**config.mk**
```make
export PLATFORM = sky130hd
export DESIGN_NAME = seq_multiplier
export DESIGN_NICKNAME = d
export VERILOG_FILES = /design/src/rtl/seq_mul_pkg.sv /design/src/rtl/seq_multiplier_zero_flag.sv /design/src/rtl/seq_multiplier.sv
export SDC_FILE = /design/constraint.sdc
export NUM_CORES = 1
export LEC_CHECK = 0
export ABC_CLOCK_PERIOD_IN_PS = 3700
export CORE_MARGIN = 1.5
export CORE_UTILIZATION = 30
export DETAILED_ROUTE_END_ITERATION = 12
export PLACE_DENSITY_LB_ADDON = 0.08
export REMOVE_ABC_BUFFERS = 1
export SETUP_SLACK_MARGIN = 0.3
export SYNTH_ARGS = -nofsm -noshare
export SYNTH_HDL_FRONTEND = slang
export SYNTH_SLANG_ARGS = --single-unit
```
**constraint.sdc**
```tcl
create_clock -name clk -period 3.7 [get_ports clk]
set_input_delay 0.74 -clock clk [delete_from_list [all_inputs] [get_ports clk]]
set_output_delay 0.74 -clock clk [all_outputs]
set_load 0.03 [all_outputs]
```
**src/rtl/seq_mul_pkg.sv**
```systemverilog
// Shared types and constants for the sequential shift-and-add multiplier.
// The zero-operand shortcut is selected by the SEQMUL_EARLY_EXIT_EN macro.
package seq_mul_pkg;

  localparam int DEFAULT_WIDTH = 8;
  localparam int CNT_W         = $clog2(DEFAULT_WIDTH + 1);

  typedef enum logic [1:0] {
    IDLE = 2'd0,
    RUN  = 2'd1,
    DONE = 2'd2
  } state_t;

  // Iteration counter width for an arbitrary operand width.
  function automatic int count_width(input int width);
    return $clog2(width + 1);
  endfunction

endpackage

```
**src/rtl/seq_multiplier_zero_flag.sv**
```systemverilog
// Combinational zero detector feeding the registered zero flag of the multiplier.
module zero_flag #(
  parameter int WIDTH = 16
) (
  input  logic [WIDTH-1:0] data,
  output logic             is_zero
);

  assign is_zero = (data == '0);

endmodule

```
**src/rtl/seq_multiplier.sv**
```systemverilog
// Sequential shift-and-add unsigned multiplier, one partial product per cycle.
// Define SEQMUL_EARLY_EXIT_EN to finish as soon as the remaining multiplier bits are zero.
//
// Handshakes: a transfer happens on a rising edge where valid && ready are both high;
// in_ready and out_valid are decoded from the state register only, so neither depends
// combinationally on in_valid or out_ready.
module seq_multiplier
  import seq_mul_pkg::*;
#(
  parameter int WIDTH = DEFAULT_WIDTH
) (
  input  logic               clk,
  input  logic               rst_n,
  input  logic               in_valid,
  output logic               in_ready,
  input  logic [WIDTH-1:0]   a,
  input  logic [WIDTH-1:0]   b,
  output logic               out_valid,
  input  logic               out_ready,
  output logic [2*WIDTH-1:0] product,
  output logic               zf,
  output logic               busy,
  output state_t             dbg_state
);

  localparam int CW = count_width(WIDTH);

  state_t               r_state;
  state_t               w_next_state;
  logic [2*WIDTH-1:0]   r_acc;
  logic [2*WIDTH-1:0]   r_mcand;
  logic [WIDTH-1:0]     r_mplier;
  logic [CW-1:0]        r_count;
  logic [2*WIDTH-1:0]   r_product;
  logic                 r_zf;

  logic [2*WIDTH-1:0]   w_acc_next;
  logic                 w_acc_zero;
  logic                 w_run_done;
  logic                 w_zero_op;

  assign w_acc_next = r_mplier[0] ? (r_acc + r_mcand) : r_acc;

`ifdef SEQMUL_EARLY_EXIT_EN
  assign w_zero_op  = (a == '0) || (b == '0);
  // Stop once no set multiplier bits remain after this iteration's shift.
  assign w_run_done = (r_count == CW'(WIDTH - 1)) || (r_mplier[WIDTH-1:1] == '0);
`else
  assign w_zero_op  = 1'b0;
  assign w_run_done = (r_count == CW'(WIDTH - 1));
`endif

  zero_flag #(
    .WIDTH (2*WIDTH)
  ) u_zero_flag (
    .data    (w_acc_next),
    .is_zero (w_acc_zero)
  );

  always_ff @(posedge clk) begin
    if (!rst_n) begin
      r_state <= IDLE;
    end else begin
      r_state <= w_next_state;
    end
  end

  always_comb begin
    w_next_state = r_state;
    case (r_state)
      IDLE: begin
        if (in_valid) begin
          w_next_state = w_zero_op ? DONE : RUN;
        end
      end
      RUN: begin
        if (w_run_done) begin
          w_next_state = DONE;
        end
      end
      DONE: begin
        if (out_ready) begin
          w_next_state = IDLE;
        end
      end
      default: w_next_state = IDLE;
    endcase
  end

  always_ff @(posedge clk) begin
    if (!rst_n) begin
      r_acc     <= '0;
      r_mcand   <= '0;
      r_mplier  <= '0;
      r_count   <= '0;
      r_product <= '0;
      r_zf      <= 1'b0;
    end else begin
      case (r_state)
        IDLE: begin
          if (in_valid) begin
            r_acc    <= '0;
            r_mcand  <= {{WIDTH{1'b0}}, a};
            r_mplier <= b;
            r_count  <= '0;
            if (w_zero_op) begin
              r_product <= '0;
              r_zf      <= 1'b1;
            end
          end
        end
        RUN: begin
          r_acc    <= w_acc_next;
          r_mcand  <= r_mcand << 1;
          r_mplier <= r_mplier >> 1;
          r_count  <= r_count + CW'(1);
          if (w_run_done) begin
            r_product <= w_acc_next;
            r_zf      <= w_acc_zero;
          end
        end
        default: ;
      endcase
    end
  end

  assign in_ready  = (r_state == IDLE);
  assign busy      = (r_state == RUN);
  assign out_valid = (r_state == DONE);
  assign product   = r_product;
  assign zf        = r_zf;
  assign dbg_state = r_state;

endmodule
```
==> impl_results.rst <==
.. list-table::
   :header-rows: 1

   * - Metric
     - Value
   * - CTS Buffer Depth
     - 2
   * - Critical Path Start Type
     - flip-flop
   * - Top flip-flop cell by instance count after synthesis
     - sky130_fd_sc_hd__dfxtp_1
   * - Syn_area_per_cell
     - 8.21 um^2
   * - Std-Cell Core Area
     - 0.0113 mm^2
   * - Result of the run
     - complete, no violations
   * - Highest clock frequency the design can meet
     - 326 MHz
   * - Number of instances resized during post-cts repair
     - 0
   * - Cell area after technology mapping
     - 0.00347 mm^2
   * - Layout Skew
     - 0.00593 ns
   * - Drt first pass iters
     - 4
   * - Detail-routed via count per cell
     - 5.27
   * - Proportion of synthesized chip area in sequential cells
     - 36.4%
   * - Number of flops mapped to enable cells by yosys
     - 0
   * - Max_cap viols
     - 0
   * - Skew-Pair Late Insertion Delay
     - 0.34 ns
   * - Register-to-register setup slack
     - 0.63 ns
   * - Hold Violations, Final
     - 0
   * - CTS H-Tree Depth
     - 3
   * - Count of buffering cells on the critical path with inverters included
     - 0
   * - Ant. Diodes
     - 0
   * - DRT iter0 DRCs
     - 143
   * - Height of the die
     - 110 um
   * - Path category of the worst min-delay check
     - reg -> reg
   * - Cell area power density
     - 388 mW/mm^2
   * - Overall die width
     - 110 um
   * - Most used cells in the layout excluding fill and tap cells
     - sky130_fd_sc_hd__nor2_1 (84), sky130_fd_sc_hd__dfxtp_1 (63), sky130_fd_sc_hd__clkdlybuf4s50_1 (41), sky130_fd_sc_hd__a21oi_1 (34), sky130_fd_sc_hd__nor2b_1 (19)
   * - Remaining routing DRC violations
     - 0
   * - Final setup viols
     - 0
   * - Clock tree root buffer cell
     - sky130_fd_sc_hd__clkbuf_16
   * - Element type at the critical path end
     - flip-flop
   * - Cell count after synthesis
     - 422
   * - Starting utilization of the core area
     - 30.6%
   * - Cts bufs inserted
     - 9
   * - Number of buffers inserted by hold repair at cts
     - 0
   * - Unique cell type count in the Yosys netlist
     - 56
   * - Max-slew violation count
     - 0
   * - Number of antenna violations at the first check in global routing
     - 0
   * - Final ANT Viol Nets
     - 0
   * - Reg2reg path depth
     - 10
   * - IO buf count
     - 41
   * - Wire length of the first global-routing pass
     - 16000 um
   * - Number of global-route vias before repair
     - 3199
   * - CP max stage cell
     - sky130_fd_sc_hd__a211oi_1
   * - RePlAce Congestion
     - 0.801
   * - Post-CTS clock slew at the launch and capture registers of the worst setup and hold paths
     - 0.05 ns
   * - Unrepaired setup endpoints after global routing
     - false
   * - Most frequent standard cell in the layout excluding fill and tap cells
     - sky130_fd_sc_hd__nor2_1
   * - Cell repeated most along the worst path
     - sky130_fd_sc_hd__a311oi_1
   * - Sum Neg Setup Slack
     - 0 ns
   * - Crit path arrival time
     - 3.35 ns
   * - Max-slew headroom
     - 43.0%
   * - Transition time at the pin with the least slew margin
     - 0.854 ns
   * - Fraction of layout cells with a size suffix above 1
     - 10.7%
   * - Critical path type
     - reg -> reg
   * - Slowest cell delay on critical path
     - 0.47 ns
   * - Beginning of the worst hold path
     - product[11]$_SDFFE_PN0P_
   * - Worst vdd ir
     - 0.382 mV
   * - R2R Path Start
     - r_acc[0]$_SDFFE_PN0P_
   * - Total track usage
     - 16.6%
   * - Crit Path Max Fanout
     - 4
   * - Category of cells accounting for the largest share of critical-path delay
     - compound AO/OA/AOI/OAI gates
   * - Floorplan die area
     - 0.0122 mm^2
   * - Post-CTS setup buffer count
     - 0
   * - Clock Sinks
     - 63
   * - Routed vias
     - 3178
   * - End of the worst register-to-register path
     - zf$_SDFFE_PN0P_
   * - Total Wirelength
     - 9580 um
   * - CTS tree
     - built
   * - Total of warnings raised by yosys
     - 0
   * - Number of I/O pins
     - 42
   * - Number of nets in the layout
     - 492
   * - WL/cell
     - 15.9 um
   * - Largest net degree at the start of global routing
     - 47
   * - Crit path cell chain
     - ha_1, fa_1, a211oi_1, o21ai_0, a311oi_1, or4_1, o221ai_1, a311oi_1, and4_1, a21o_1
   * - Hpwl dp
     - 6520 um
   * - WHS Path Cells
     - 2
   * - Worst hold slack
     - 0.456 ns
   * - Shortest clock period the worst path allows after layout
     - 3.07 ns
   * - Post-synthesis async set-or-reset flop share
     - 0%
   * - Leakage
     - 1.64 nW
   * - End of the worst hold path
     - product[11]$_SDFFE_PN0P_
   * - Post-synthesis register bit count
     - 63
   * - Area growth from synthesis to final layout
     - 23.3%
   * - Period utilization
     - 82.9%
   * - Overall overflow remaining after global route
     - 0
   * - CP required
     - 3.98 ns
   * - Number of rows created at floorplan
     - 39
==> synthesized netlist by cell type (2+ instances only) <==
cell type | instances | share of area, %
sky130_fd_sc_hd__nor3_1 | 10 | 1.4
sky130_fd_sc_hd__o21ai_0 | 14 | 2.0
sky130_fd_sc_hd__nand3b_1 | 2 | 0.43
sky130_fd_sc_hd__or3_1 | 3 | 0.54
sky130_fd_sc_hd__o221a_2 | 14 | 4.5
sky130_fd_sc_hd__xor2_1 | 3 | 0.76
sky130_fd_sc_hd__nand3_1 | 6 | 0.87
sky130_fd_sc_hd__a21o_1 | 4 | 0.87
sky130_fd_sc_hd__mux2i_1 | 9 | 2.6
sky130_fd_sc_hd__or2_2 | 2 | 0.36
sky130_fd_sc_hd__inv_1 | 3 | 0.32
sky130_fd_sc_hd__a311oi_1 | 3 | 0.76
sky130_fd_sc_hd__clkbuf_1 | 26 | 2.8
sky130_fd_sc_hd__a211oi_1 | 15 | 3.2
sky130_fd_sc_hd__a21oi_1 | 34 | 4.9
sky130_fd_sc_hd__nor2b_1 | 19 | 3.4
sky130_fd_sc_hd__nand2b_1 | 6 | 1.1
sky130_fd_sc_hd__dfxtp_1 | 63 | 36
sky130_fd_sc_hd__nor2_1 | 84 | 9.1
sky130_fd_sc_hd__a31oi_1 | 4 | 0.72
sky130_fd_sc_hd__ha_1 | 16 | 5.8
sky130_fd_sc_hd__a221oi_1 | 2 | 0.51
sky130_fd_sc_hd__nand2_1 | 17 | 1.8
sky130_fd_sc_hd__a21oi_2 | 2 | 0.51
sky130_fd_sc_hd__and3_1 | 4 | 0.72
sky130_fd_sc_hd__a22oi_1 | 14 | 3.0
sky130_fd_sc_hd__o31ai_1 | 5 | 1.1
sky130_fd_sc_hd__o21bai_1 | 2 | 0.43
sky130_fd_sc_hd__xnor2_1 | 5 | 1.3
sky130_fd_sc_hd__a2bb2oi_1 | 2 | 0.51
sky130_fd_sc_hd__a32oi_1 | 4 | 1.0
==> registers in the layout, summed over array words and instances (netlist names) <==
name       flops
r_mplier       8
dbg_state      2
r_mcand       16
r_acc         16
product       16
zf             1
r_count        4
==> area by class of cell <==
class | instances | area [um^2]
clock buffers | 11 | 233
multi-input cells | 326 | 2080
inverters | 5 | 18.8
fillers | 1219 | 7050
clock inverters | 5 | 25.0
flip-flops and latches | 63 | 1260
well taps | 143 | 179
repair buffers | 50 | 478
==> cells by family after synthesis <==
group                      after synthesis  share of synthesized area, %
AOI/OAI and AO/OA                      128                          26.5
xor gates and xnor gates                 8                          2.02
adders and majority gates               17                          6.35
buffers and inverters                   33                          3.61
DFF                                     63                          36.4
muxes                                    9                          2.60
and+or+nand+nor                        164                          22.5
==> report_power, final <==
part / total [mW] / switching [mW] / internal [mW] / leakage, nW
Sequential: 0.714 / 0.0154 / 0.699 / 0.512
Combinational: 0.192 / 0.110 / 0.0813 / 0.998
Clock: 0.751 / 0.305 / 0.447 / 0.133
Total: 1.66 / 0.431 / 1.23 / 1.64
==> stage by stage <==
stage	util, %	instances	setup slack [ns]	total power [mW]	cell area (um^2)
after floorplan	-	394	0.413	0.842	3360
after global placement	35.5	587	0.672	0.921	4020
after detailed placement	35.5	587	0.625	0.921	4020
after CTS	37.8	603	0.624	1.68	4270
after global routing	37.8	603	0.418	1.74	4270
final	37.8	603	0.633	1.66	4270
==> worst min-delay path, delay by kind of cell, from the launching register on <==
family	cells	cell delay, ns
AOI/OAI and AO/OA	1	0.05
and+or+nand+nor	1	0.05
DFF	1	0.31
==> how the worst max path moves through the flow <==
| stage | from | end | slack (ns) | cells past startpoint |
|---|---|---|---|---|
| 2_1_floorplan | dbg_state[0]$_SDFFE_PN0P_ | zf$_SDFFE_PN0P_ | 0.41 | 8 |
| 3_3_place_gp | r_acc[0]$_SDFFE_PN0P_ | zf$_SDFFE_PN0P_ | 0.67 | 10 |
| 3_5_place_dp | r_mcand[0]$_SDFFE_PN0P_ | zf$_SDFFE_PN0P_ | 0.62 | 10 |
| 4_1_cts | r_mcand[0]$_SDFFE_PN0P_ | zf$_SDFFE_PN0P_ | 0.62 | 10 |
| 5_1_grt | r_mcand[0]$_SDFFE_PN0P_ | zf$_SDFFE_PN0P_ | 0.42 | 10 |
| 6_report | r_acc[0]$_SDFFE_PN0P_ | zf$_SDFFE_PN0P_ | 0.63 | 10 |
==> routing by layer <==
| metal | part of all wire [%] | vias up | GRT usage [%] |
|---|---|---|---|
| met5 | 0 | - | 0 |
| met4 | 1.1 | 0 | 4.87 |
| met3 | 4.9 | 11 | 5.65 |
| met2 | 47 | 59 | 28.1 |
| met1 | 47 | 1492 | 20.0 |
| li1 | - | 1616 | - |
Power figures use the tool's default switching activity.
